--- src/rtl/midi_voice_alloc.sv ---
// midi_voice_alloc
// Front end of the synth voice engine. Parses a raw MIDI byte stream into
// Note On / Note Off / Poly Key Pressure, allocates a voice slot by a
// one-slot-per-cycle linear scan, and emits one-cycle event strobes with
// note, velocity, channel and slot address.
module midi_voice_alloc #(
    parameter int NUM_VOICES = 16
) (
    input  logic       clk32,
    input  logic       rst,
    input  logic [7:0] rx_data,
    input  logic       rx_valid,
    output logic       busy,
    output logic       overrun,
    output logic       note_pressed,
    output logic       note_released,
    output logic       note_keypress,
    output logic [6:0] note,
    output logic [6:0] velocity,
    output logic [3:0] channel,
    output logic [7:0] addr
);

    localparam int IDX_W = (NUM_VOICES > 1) ? $clog2(NUM_VOICES) : 1;
    localparam logic [IDX_W-1:0] LAST_IDX = IDX_W'(NUM_VOICES - 1);

    typedef enum logic [1:0] {
        S_IDLE = 2'd0,
        S_SCAN = 2'd1,
        S_EMIT = 2'd2
    } state_t;

    typedef enum logic [1:0] {
        EV_ON  = 2'd0,
        EV_OFF = 2'd1,
        EV_KP  = 2'd2
    } ev_t;

    // FSM
    state_t r_state;
    state_t w_next;
    logic   w_busy;

    // Parser state
    logic       r_stat_vld;
    logic [3:0] r_stat_hi;
    logic [3:0] r_stat_ch;
    logic       r_cnt;
    logic [6:0] r_key;

    // Event under search
    ev_t        r_ev_type;
    logic [6:0] r_ev_note;
    logic [6:0] r_ev_vel;
    logic [3:0] r_ev_ch;

    // Scan bookkeeping
    logic [IDX_W-1:0] r_scan_idx;
    logic             r_match_vld;
    logic [IDX_W-1:0] r_match_idx;
    logic             r_free_vld;
    logic [IDX_W-1:0] r_free_idx;
    logic [IDX_W-1:0] r_steal;

    // Voice table
    logic [NUM_VOICES-1:0] r_vvld;
    logic [6:0]            r_vnote [NUM_VOICES];
    logic [3:0]            r_vch   [NUM_VOICES];

    // Byte classification
    logic       w_realtime;
    logic       w_accept;
    logic       w_is_data;
    logic       w_is_chan;
    logic       w_is_sys;
    logic       w_one_byte;
    logic       w_complete;
    logic       w_trigger;
    ev_t        w_new_type;

    // Scan / decision
    logic             w_slot_vld;
    logic             w_hit;
    logic             w_fin_match_vld;
    logic [IDX_W-1:0] w_fin_match_idx;
    logic             w_fin_free_vld;
    logic [IDX_W-1:0] w_fin_free_idx;
    logic             w_scan_done;
    logic             w_emit_p;
    logic             w_emit_r;
    logic             w_emit_k;
    logic [IDX_W-1:0] w_emit_idx;
    logic             w_steal_adv;

    // Classify the incoming byte and detect a completed, search-worthy message
    always_comb begin
        w_realtime = (rx_data[7:3] == 5'b11111);
        w_accept   = rx_valid && !w_busy && !w_realtime;
        w_is_data  = !rx_data[7];
        w_is_chan  = rx_data[7] && (rx_data[7:4] != 4'hF);
        w_is_sys   = (rx_data[7:4] == 4'hF) && !w_realtime;
        // 0xCn / 0xDn carry a single data byte
        w_one_byte = (r_stat_hi[2:1] == 2'b10);
        w_complete = w_accept && w_is_data && r_stat_vld && (w_one_byte || r_cnt);
        w_trigger  = w_complete &&
                     ((r_stat_hi == 4'h8) || (r_stat_hi == 4'h9) || (r_stat_hi == 4'hA));
        w_new_type = EV_OFF;
        if (r_stat_hi == 4'hA) begin
            w_new_type = EV_KP;
        end else if ((r_stat_hi == 4'h9) && (rx_data[6:0] != 7'd0)) begin
            w_new_type = EV_ON;
        end
    end

    // Inspect the current slot and fold it into the running match/free results
    always_comb begin
        w_slot_vld      = r_vvld[r_scan_idx];
        w_hit           = w_slot_vld && (r_vnote[r_scan_idx] == r_ev_note) &&
                          (r_vch[r_scan_idx] == r_ev_ch);
        w_fin_match_vld = r_match_vld || w_hit;
        w_fin_match_idx = r_match_vld ? r_match_idx : r_scan_idx;
        w_fin_free_vld  = r_free_vld || !w_slot_vld;
        w_fin_free_idx  = r_free_vld ? r_free_idx : r_scan_idx;
        w_scan_done     = (r_state == S_SCAN) && (r_scan_idx == LAST_IDX);
    end

    // Final allocation decision, taken on the last scan cycle
    always_comb begin
        w_emit_p    = 1'b0;
        w_emit_r    = 1'b0;
        w_emit_k    = 1'b0;
        w_emit_idx  = w_fin_match_idx;
        w_steal_adv = 1'b0;
        case (r_ev_type)
            EV_ON: begin
                w_emit_p = 1'b1;
                if (w_fin_match_vld) begin
                    w_emit_idx = w_fin_match_idx;
                end else if (w_fin_free_vld) begin
                    w_emit_idx = w_fin_free_idx;
                end else begin
                    w_emit_idx  = r_steal;
                    w_steal_adv = 1'b1;
                end
            end
            EV_OFF:  w_emit_r = w_fin_match_vld;
            EV_KP:   w_emit_k = w_fin_match_vld;
            default: ;
        endcase
    end

    // State register
    always_ff @(posedge clk32) begin
        if (rst) begin
            r_state <= S_IDLE;
        end else begin
            r_state <= w_next;
        end
    end

    // Next-state logic; busy covers both the scan and the emit cycle
    always_comb begin
        w_next = r_state;
        w_busy = 1'b1;
        case (r_state)
            S_IDLE: begin
                w_busy = 1'b0;
                if (w_trigger) w_next = S_SCAN;
            end
            S_SCAN:  if (r_scan_idx == LAST_IDX) w_next = S_EMIT;
            S_EMIT:  w_next = S_IDLE;
            default: w_next = S_IDLE;
        endcase
    end

    assign busy = w_busy;

    // Running status, data byte counter and the sticky overrun flag
    always_ff @(posedge clk32) begin
        if (rst) begin
            r_stat_vld <= 1'b0;
            r_stat_hi  <= 4'h0;
            r_stat_ch  <= 4'h0;
            r_cnt      <= 1'b0;
            overrun    <= 1'b0;
        end else begin
            if (rx_valid && w_busy && !w_realtime) overrun <= 1'b1;
            if (w_accept) begin
                if (w_is_chan) begin
                    r_stat_vld <= 1'b1;
                    r_stat_hi  <= rx_data[7:4];
                    r_stat_ch  <= rx_data[3:0];
                    r_cnt      <= 1'b0;
                end else if (w_is_sys) begin
                    r_stat_vld <= 1'b0;
                    r_cnt      <= 1'b0;
                end else if (w_is_data && r_stat_vld) begin
                    r_cnt <= w_complete ? 1'b0 : 1'b1;
                end
            end
        end
    end

    // Key and event payload capture (pure data, no reset needed)
    always_ff @(posedge clk32) begin
        if (w_accept && w_is_data && r_stat_vld && !r_cnt) r_key <= rx_data[6:0];
        if (w_trigger) begin
            r_ev_type <= w_new_type;
            r_ev_note <= r_key;
            r_ev_vel  <= rx_data[6:0];
            r_ev_ch   <= r_stat_ch;
        end
    end

    // Slot scan: walk one slot per cycle, remember first match and lowest free
    always_ff @(posedge clk32) begin
        if (rst) begin
            r_scan_idx  <= '0;
            r_match_vld <= 1'b0;
            r_match_idx <= '0;
            r_free_vld  <= 1'b0;
            r_free_idx  <= '0;
        end else if (r_state == S_IDLE) begin
            r_scan_idx  <= '0;
            r_match_vld <= 1'b0;
            r_free_vld  <= 1'b0;
        end else if (r_state == S_SCAN) begin
            r_scan_idx  <= w_scan_done ? '0 : r_scan_idx + 1'b1;
            r_match_vld <= w_fin_match_vld;
            r_match_idx <= w_fin_match_idx;
            r_free_vld  <= w_fin_free_vld;
            r_free_idx  <= w_fin_free_idx;
        end
    end

    // Registered emit: strobes, event outputs, slot valid bits and steal pointer
    always_ff @(posedge clk32) begin
        if (rst) begin
            note_pressed  <= 1'b0;
            note_released <= 1'b0;
            note_keypress <= 1'b0;
            note          <= 7'd0;
            velocity      <= 7'd0;
            channel       <= 4'd0;
            addr          <= 8'd0;
            r_steal       <= '0;
            r_vvld        <= '0;
        end else begin
            note_pressed  <= w_scan_done && w_emit_p;
            note_released <= w_scan_done && w_emit_r;
            note_keypress <= w_scan_done && w_emit_k;
            if (w_scan_done && (w_emit_p || w_emit_r || w_emit_k)) begin
                note     <= r_ev_note;
                velocity <= r_ev_vel;
                channel  <= r_ev_ch;
                addr     <= 8'(w_emit_idx);
            end
            if (w_scan_done && w_emit_p) r_vvld[w_emit_idx] <= 1'b1;
            if (w_scan_done && w_emit_r) r_vvld[w_emit_idx] <= 1'b0;
            if (w_scan_done && w_steal_adv) begin
                r_steal <= (r_steal == LAST_IDX) ? '0 : r_steal + 1'b1;
            end
        end
    end

    // Voice table note/channel storage, written when a voice is started
    always_ff @(posedge clk32) begin
        if (w_scan_done && w_emit_p) begin
            r_vnote[w_emit_idx] <= r_ev_note;
            r_vch[w_emit_idx]   <= r_ev_ch;
        end
    end

endmodule
--- config.mk ---
export PLATFORM = sky130hd
export DESIGN_NAME = midi_voice_alloc
export DESIGN_NICKNAME = d
export VERILOG_FILES = /design/src/rtl/midi_voice_alloc.sv
export SDC_FILE = /design/constraint.sdc
export NUM_CORES = 1
export LEC_CHECK = 0
export CAP_MARGIN = 10
export CORE_UTILIZATION = 60
export CTS_CLUSTER_DIAMETER = 120
export DETAILED_ROUTE_END_ITERATION = 10
export PLACE_DENSITY = 0.9
export SLEW_MARGIN = 20
export SYNTH_ARGS = -nofsm -noshare
export SYNTH_HDL_FRONTEND = slang
export SYNTH_SLANG_ARGS = --single-unit
--- constraint.sdc ---
create_clock -name clk32 -period 16.55 [get_ports clk32]
set_input_delay 4.1375 -clock clk32 [delete_from_list [all_inputs] [get_ports clk32]]
set_output_delay 4.1375 -clock clk32 [all_outputs]
set_load 0.005 [all_outputs]
Word-level counts from Yosys, hierarchy flattened
Memories as Yosys holds them, arrays and structs flattened. A register that Yosys moved wholly into a read port is not among the register bits. Index checks and enable logic that the tools add are counted.

RAM bits: 176. Bits of input ports: 11. Memories kept: 2. Output and inout port bits: 31. Word-level logic and storage cells: 133. Register bits: 99.

Equality and inequality tests: 16. Magnitude comparators: 3. Add/subtract/negate cells: 2. Reductions and logical operators: 44. Bitwise gates (word level): 4. Mux-type cells: 37.

Memory list: r_vnote (depth 16, bits a word 7, read ports 1, clocked after Yosys merged registers in 1, wr ports 1, RTL line 67) `logic [6:0] r_vnote [NUM_VOICES];`; r_vch (depth 16, bits a word 4, read ports 1, clocked after Yosys merged registers in 1, wr ports 1, RTL line 68) `logic [3:0] r_vch [NUM_VOICES];`.

Operators by type and width (number): $mux W16 (3); $mux W4 (11); $eq A4 B4 Y1 const B (6); $logic_and A1 B1 Y1 (22); $mux W1 (18); $and A16 B16 Y16 (1); $not A16 Y16 (1); $or A16 B16 Y16 (1); $lt A4 B5 Y1 const B (2); $reduce_and A2 Y1 (5); $add A4 B1 Y4 const B (2); $eq A7 B7 Y1 (1); $logic_or A1 B1 Y1 (7); $reduce_bool A7 Y1 (1); $eq A5 B5 Y1 const B (1); $bmux W1 S4 (1); $demux W1 S4 (1); $eq A2 B1 Y1 const B (2); $eq A2 B2 Y1 const B (2); $eq A4 B4 Y1 (1); $ge A4 B1 Y1 const B (1); $logic_not A1 Y1 (4); $logic_not A2 Y1 (2); $mux W2 (2); other kinds (7) (8).

Logic depth before layout (Yosys ltp)
Gate-level depths: netlist (run 1).

Depth after elaboration: 16. Gate-level depth with buffers: 15. Depth with buffers taken out: 10.

Worst setup path before layout (run 1)
No wires, ideal clock.

Kind: input -> register. From: input rx_data[5]. To: register r_ev_ch[0] (enable). Required time: 16038 ps. Buffers on the path: 0. Data arrival time: 8035 ps. Path slack: 8004 ps. Cell stages on the path: 4. Library setup time: 512 ps. Cell sequence: nand3_1 -> o21ai_0 -> or2_2 -> a2111oi_0.

Cells in the longest elaborated chain, start to end: 7.

RTL lines: start: declaration (RTL line 11) `input logic [7:0] rx_data,`; $eq A5 B5 Y1 (RTL line 97) `w_realtime = (rx_data[7:3] == 5'b11111);`; $logic_not A1 Y1 (RTL line 98) `w_accept = rx_valid && !w_busy && !w_realtime;`; $logic_and A1 B1 Y1 (RTL line 98); $logic_and A1 B1 Y1 (3 in series) (RTL line 104) `w_complete = w_accept && w_is_data && r_stat_vld && (w_one_byte || r_cnt);`; $logic_and A1 B1 Y1 (RTL line 105) `w_trigger = w_complete &&`; net w_trigger (RTL line 78) `logic w_trigger;`; end signal: assignment (RTL line 211) `r_ev_ch <= r_stat_ch;`; end: declaration (RTL line 55) `logic [3:0] r_ev_ch;`.

The timed path passes the listed nets, and every way through them passes these cells. A chain may end at the register's enable or synchronous reset.

Worst setup path after layout (run 1)
From: input rx_data[6]. To: register r_ev_vel[6] (enable).

Cells in the longest elaborated chain, start to end: 7.

RTL lines: $eq A5 B5 Y1 (RTL line 97); $logic_not A1 Y1 (RTL line 98); $logic_and A1 B1 Y1 (RTL line 98); $logic_and A1 B1 Y1 (3 in series) (RTL line 104); $logic_and A1 B1 Y1 (RTL line 105); net w_trigger (RTL line 78); end signal: assignment (RTL line 210) `r_ev_vel <= rx_data[6:0];`; end: declaration (RTL line 54) `logic [6:0] r_ev_vel;`.

The timed path passes the listed nets, and every way through them passes these cells.

==> impl_metrics.json, run 1 <==
{
  "synth_edf_count": 203,
  "wl_per_cell_um": 24.3,
  "ys_seq_area_frac": 0.658,
  "final_util": 0.698,
  "wl_met2_um": 13300,
  "clkSlewWorstSetupHoldPaths_ns": 0.06,
  "die_h_um": 141,
  "end_kind": "register",
  "numCtsBuffers": 28,
  "synth_cells": 773,
  "rsz0062_at_grt": "false",
  "first_global_vias": 6972,
  "routabilityCongestion": 0.898,
  "grt_max_degree": 55,
  "placementRows": 50,
  "finClkSkew_ns": 0.0192,
  "cp.arrival_ns": 6.57,
  "synth.ff_latch_count": 279,
  "grt-ovfl-total": 0,
  "synth_area_um2": 11600,
  "htreeDepth": 1,
  "ys_types": 68,
  "async_flop_share": 0,
  "drtIter0Drc": 710,
  "power_density_nw_per_um2": 107,
  "coreArea_um2": 18800,
  "tritoncts": "built",
  "cp.required_ns": 16.79,
  "vias": 6967,
  "crit_fanout": 16,
  "routed.top_layer": "met4",
  "io-pin-count": 42,
  "die_area_um2": 19900,
  "clk_latency_ns": 0.55,
  "synthFlopType": "edfxtp_1",
  "grtUsageTotal": 0.272,
  "numPortBuffers": 37,
  "max-vdd-ir-drop_v": 0.0000879,
  "outcome": "completed",
  "ys_warn_count": 0,
  "drv_slew": 0,
  "period_needed_ns": 6.33,
  "cap_violations": 0,
  "max_slew_margin": 0.325,
  "wl_met3_um": 2330,
  "postRouteAntennaNets": 0,
  "critPathLaunchType": "input pin",
  "path_class": "in2reg",
  "clockBufferDepth": 3,
  "period_share": 0.382,
  "final_common_cell": "edfxtp_1",
  "drt-total-wl_um": 26600,
  "fin_area_um2": 13100,
  "hold_violations": 0,
  "syn_area_per_cell_um2": 15.0,
  "via_per_inst": 6.35,
  "antenna_cells": 0,
  "dpl.hpwl_um": 15700,
  "drc": 0,
  "cts-resized-gates": 0,
  "cts_sinks": 279,
  "die_x_um": 141,
  "min_path_type": "reg2reg",
  "initial_core_util": 0.615,
  "areaGrowthSynthToFinish_pct": 13.5,
  "worst_pin_slew_ns": 1.01,
  "max_freq_mhz": 158,
  "post-cts-setup-buffers": 0,
  "drive_gt1_frac": 0.179,
  "final_nets": 829,
  "cts-root-buf": "clkbuf_16",
  "placed_area_um2": 12200,
  "antenna_found_initial": 0,
  "drt_pass1_iterations": 5,
  "p_leak_uw": 0.00439,
  "setup_viol": 0,
  "setup_tns_ns": 0,
  "final_cell_mix": "edfxtp_1, dfxtp_1, nor2_1",
  "wl_met1_um": 10200,
  "grt_pass1_wl_um": 40200,
  "hold_buffers": 0
}
## synthesized netlist by cell type, drive strengths merged, types with 6 or more instances
master    n  share of area
edfxtp  203           0.53
dfxtp    76           0.13
nor2     73          0.024
mux2i    70          0.062
nand2    42          0.014
mux4     38          0.074
buf      29          0.020
a21oi    24          0.010
clkbuf   19         0.0062
nor3     19         0.0086
inv      17         0.0055
o21ai    15         0.0075
xor2     13         0.0098
o211ai   11         0.0080
mux2     10         0.0097
xnor2    10         0.0082
nand2b    8         0.0050
nor2b     8         0.0043
o22ai     7         0.0038
o31ai     7         0.0062
nand3     6         0.0026
## sequential cells by signal, indices dropped and copies added (netlist names), 2 cells and up, named ones only
register	count
r_vnote	112
r_steal	4
r_stat_hi	4
addr	4
r_vvld	16
r_ev_type	2
r_ev_note	7
r_ev_ch	4
r_ev_vel	7
velocity	7
r_stat_ch	4
channel	4
r_free_idx	4
r_scan_idx	4
note	7
r_state	2
r_match_idx	4
r_vch	64
r_key	7
## final timing paths
check / depth (start not counted) / to / startpoint / slack [ns]
max: 6 / r_ev_vel[6] / rx_data[6] / 10.22
min: 0 / r_ev_note[0] / r_key[0] / 0.42
max reg2reg: 10 / r_vnote[8][3] / register / 11.86
min reg2reg: 0 / r_ev_note[0] / r_key[0] / 0.42
## where the power goes
part / total, uW / leakage [uW] / switching [uW] / internal, uW
logic: 13.7 / 0.00147 / 9.02 / 4.64
registers: 744 / 0.00246 / 1.48 / 742
clock network: 644 / 0.000458 / 267 / 377
total: 1400 / 0.00439 / 278 / 1120
## critical path, stage by stage
cell	delay [ns]
clkdlybuf4s50_1	0.51
nand3_1	0.19
o21ai_0	0.20
or2_2	0.35
a2111oi_2	0.80
buf_4	0.37
## cell type report
type	count	area [um^2]
fillers	1103	5690
clock buffers	31	722
well taps	260	325
flip-flops and latches	279	7620
repair buffers	58	523
multi-input cells	431	3660
inverters	18	67.6
clock inverters	21	221
## stage by stage
step / total power (uW) / std cells / worst slack [ns] / hold WS, ns
detailed placement: 771 / 1046 / 9.79 / 0.405
global route: 1430 / 1098 / 10.11 / 0.422
finish: 1400 / 1098 / 10.22 / 0.415
floorplan: 766 / 776 / 8.00 / 0.400
CTS: 1410 / 1098 / 10.24 / 0.417
global placement: 771 / 1046 / 9.98 / 0.402
## routing by layer
metal  vias to the layer above  GRT usage
li1                       3014          -
met3                        79     0.0462
met1                      3447      0.359
met5                         -          0
met2                       427      0.457
met4                         0      0.100
## cells by family (layout without fill, tap and decap cells)
family                   count (synthesis)  after routing  synth area share
multiplexers                           118            118             0.146
XOR/XNOR                                23             23            0.0181
adder cells (fa/ha/maj)                  2              2           0.00216
flip-flops                             279            279             0.658
AND/OR/NAND/NOR                        180            180            0.0740
buffers and inverters                   66            128            0.0319
other                                    1              4          0.000324
AO/OA/AOI/OAI                          104            104            0.0698
No activity file was read; power rests on OpenSTA's default activity.
==> inputs of run 2 (changes only) <==
==> constraint.sdc (replaced) <==
create_clock -name clk32 -period 6.4 [get_ports clk32]
set_input_delay 1.6 -clock clk32 [delete_from_list [all_inputs] [get_ports clk32]]
set_output_delay 1.6 -clock clk32 [all_outputs]
set_load 0.005 [all_outputs]
==> impl_metrics.json, run 2 (synthesized netlist as in run 1, its figures left out) <==
{
  "outcome": "completed",
  "post-cts-setup-buffers": 0,
  "max-vdd-ir-drop_v": 0.000227,
  "max_slew_margin": 0.211,
  "via_per_inst": 6.64,
  "top_regs": "r_vnote: 112 flops, r_vch: 64 flops, r_vvld: 16 flops",
  "drt-total-wl_um": 28000,
  "clockBufferDepth": 3,
  "numCtsBuffers": 25,
  "placementRows": 50,
  "max_freq_mhz": 194,
  "worst_pin_slew_ns": 1.18,
  "finClkSkew_ns": 0.0356,
  "setup_tns_ns": 0,
  "io-pin-count": 42,
  "final_util": 0.691,
  "cts_sinks": 279,
  "coreArea_um2": 18800,
  "grt-ovfl-total": 0,
  "die_h_um": 141,
  "hold_violations": 0,
  "tritoncts": "built",
  "htreeDepth": 1,
  "cap_violations": 0,
  "largest-register": "r_vnote",
  "place_worst_setup_slack_ns": 1.43,
  "hold_buffers": 0,
  "dp_cells": 1042,
  "total_power_uw": 3530,
  "crit_fanout": 19,
  "antenna_cells": 0,
  "cts-resized-gates": 0,
  "grtUsageTotal": 0.289,
  "final_common_cell": "edfxtp_1",
  "power_density_nw_per_um2": 271,
  "final_cell_mix": "edfxtp_1, dfxtp_1, nor2_1",
  "final_cell_count_no_fill": 1088,
  "postRouteAntennaNets": 0,
  "fin_ws_ns": 1.24,
  "cp.required_ns": 6.54,
  "final_nets": 822,
  "end_kind": "register",
  "areaGrowthSynthToFinish_pct": 12.5,
  "period_share": 0.806,
  "drv_slew": 0,
  "routabilityCongestion": 0.920,
  "cts-root-buf": "clkbuf_16",
  "wl_per_cell_um": 25.7,
  "path_class": "reg2reg",
  "die_area_um2": 19900,
  "hold_depth": 0,
  "drc": 0,
  "cp.arrival_ns": 5.30,
  "min_path_type": "reg2reg",
  "clkSlewWorstSetupHoldPaths_ns": 0.07,
  "setup_viol": 0,
  "p_leak_uw": 0.00431,
  "ff2ff_path_depth": 11,
  "die_x_um": 141,
  "vias": 7220,
  "period_needed_ns": 5.16,
  "initial_core_util": 0.615,
  "grt_max_degree": 55,
  "drive_gt1_frac": 0.169,
  "numPortBuffers": 37,
  "first_global_vias": 7122,
  "dpl.hpwl_um": 16600,
  "drt_pass1_iterations": 5,
  "drtIter0Drc": 853,
  "clk_latency_ns": 0.55,
  "grt_pass1_wl_um": 42700,
  "rsz0062_at_grt": "false",
  "critPathLaunchType": "register",
  "antenna_found_initial": 0,
  "largest_reg_flops": 112
}
run 2: final timing paths:
kind,to,slack [ns],from
worst min-delay path,r_ev_note[0],0.42,r_key[0]
worst max register to register,r_vnote[5][5],1.24,register
worst max-delay path,r_vnote[5][5],1.24,register
worst min register to register,r_ev_note[0],0.42,r_key[0]
run 2: worst max-delay path, stage by stage, from the launching register on:
cell and delay, ns:
dfxtp_2 0.72, buf_4 0.42, mux4_2 0.58, mux2i_1 0.19
mux2i_1 0.14, xor2_1 0.22, nor2_1 0.21, nand4_4 0.24
o21ai_4 0.51, mux2i_1 0.23, nand2b_1 0.33, nor2_1 0.92
run 2: layer usage:
metal	track usage	vias up	wire, um
met5	0	-	0
met4	0.105	0	1060
met3	0.0421	99	2640
met2	0.505	529	14200
met1	0.370	3592	10100
li1	-	3000	-
run 2: layout make-up:
cell class | count | area, um^2
flip-flops and latches | 279 | 7620
fillers | 1120 | 5810
multi-input cells | 431 | 3650
clock buffers | 37 | 732
repair buffers | 54 | 493
well taps | 260 | 325
clock inverters | 9 | 125
inverters | 18 | 67.6
run 2: stage by stage:
| stage | instance area [um^2] | hold WS, ns |
|---|---|---|
| 2_1_floorplan | 11600 | 0.400 |
| 5_1_grt | 13000 | 0.427 |
| 3_5_place_dp | 12200 | 0.411 |
| 6_report | 13000 | 0.419 |
| 3_3_place_gp | 12200 | 0.402 |
| 4_1_cts | 13000 | 0.419 |
run 2: where the power goes:
| part | total (uW) | switching [uW] | internal, uW |
|---|---|---|---|
| sequential | 1920 | 3.83 | 1920 |
| combinational | 34.6 | 23.0 | 11.6 |
| clock | 1580 | 660 | 915 |
| total | 3530 | 687 | 2850 |
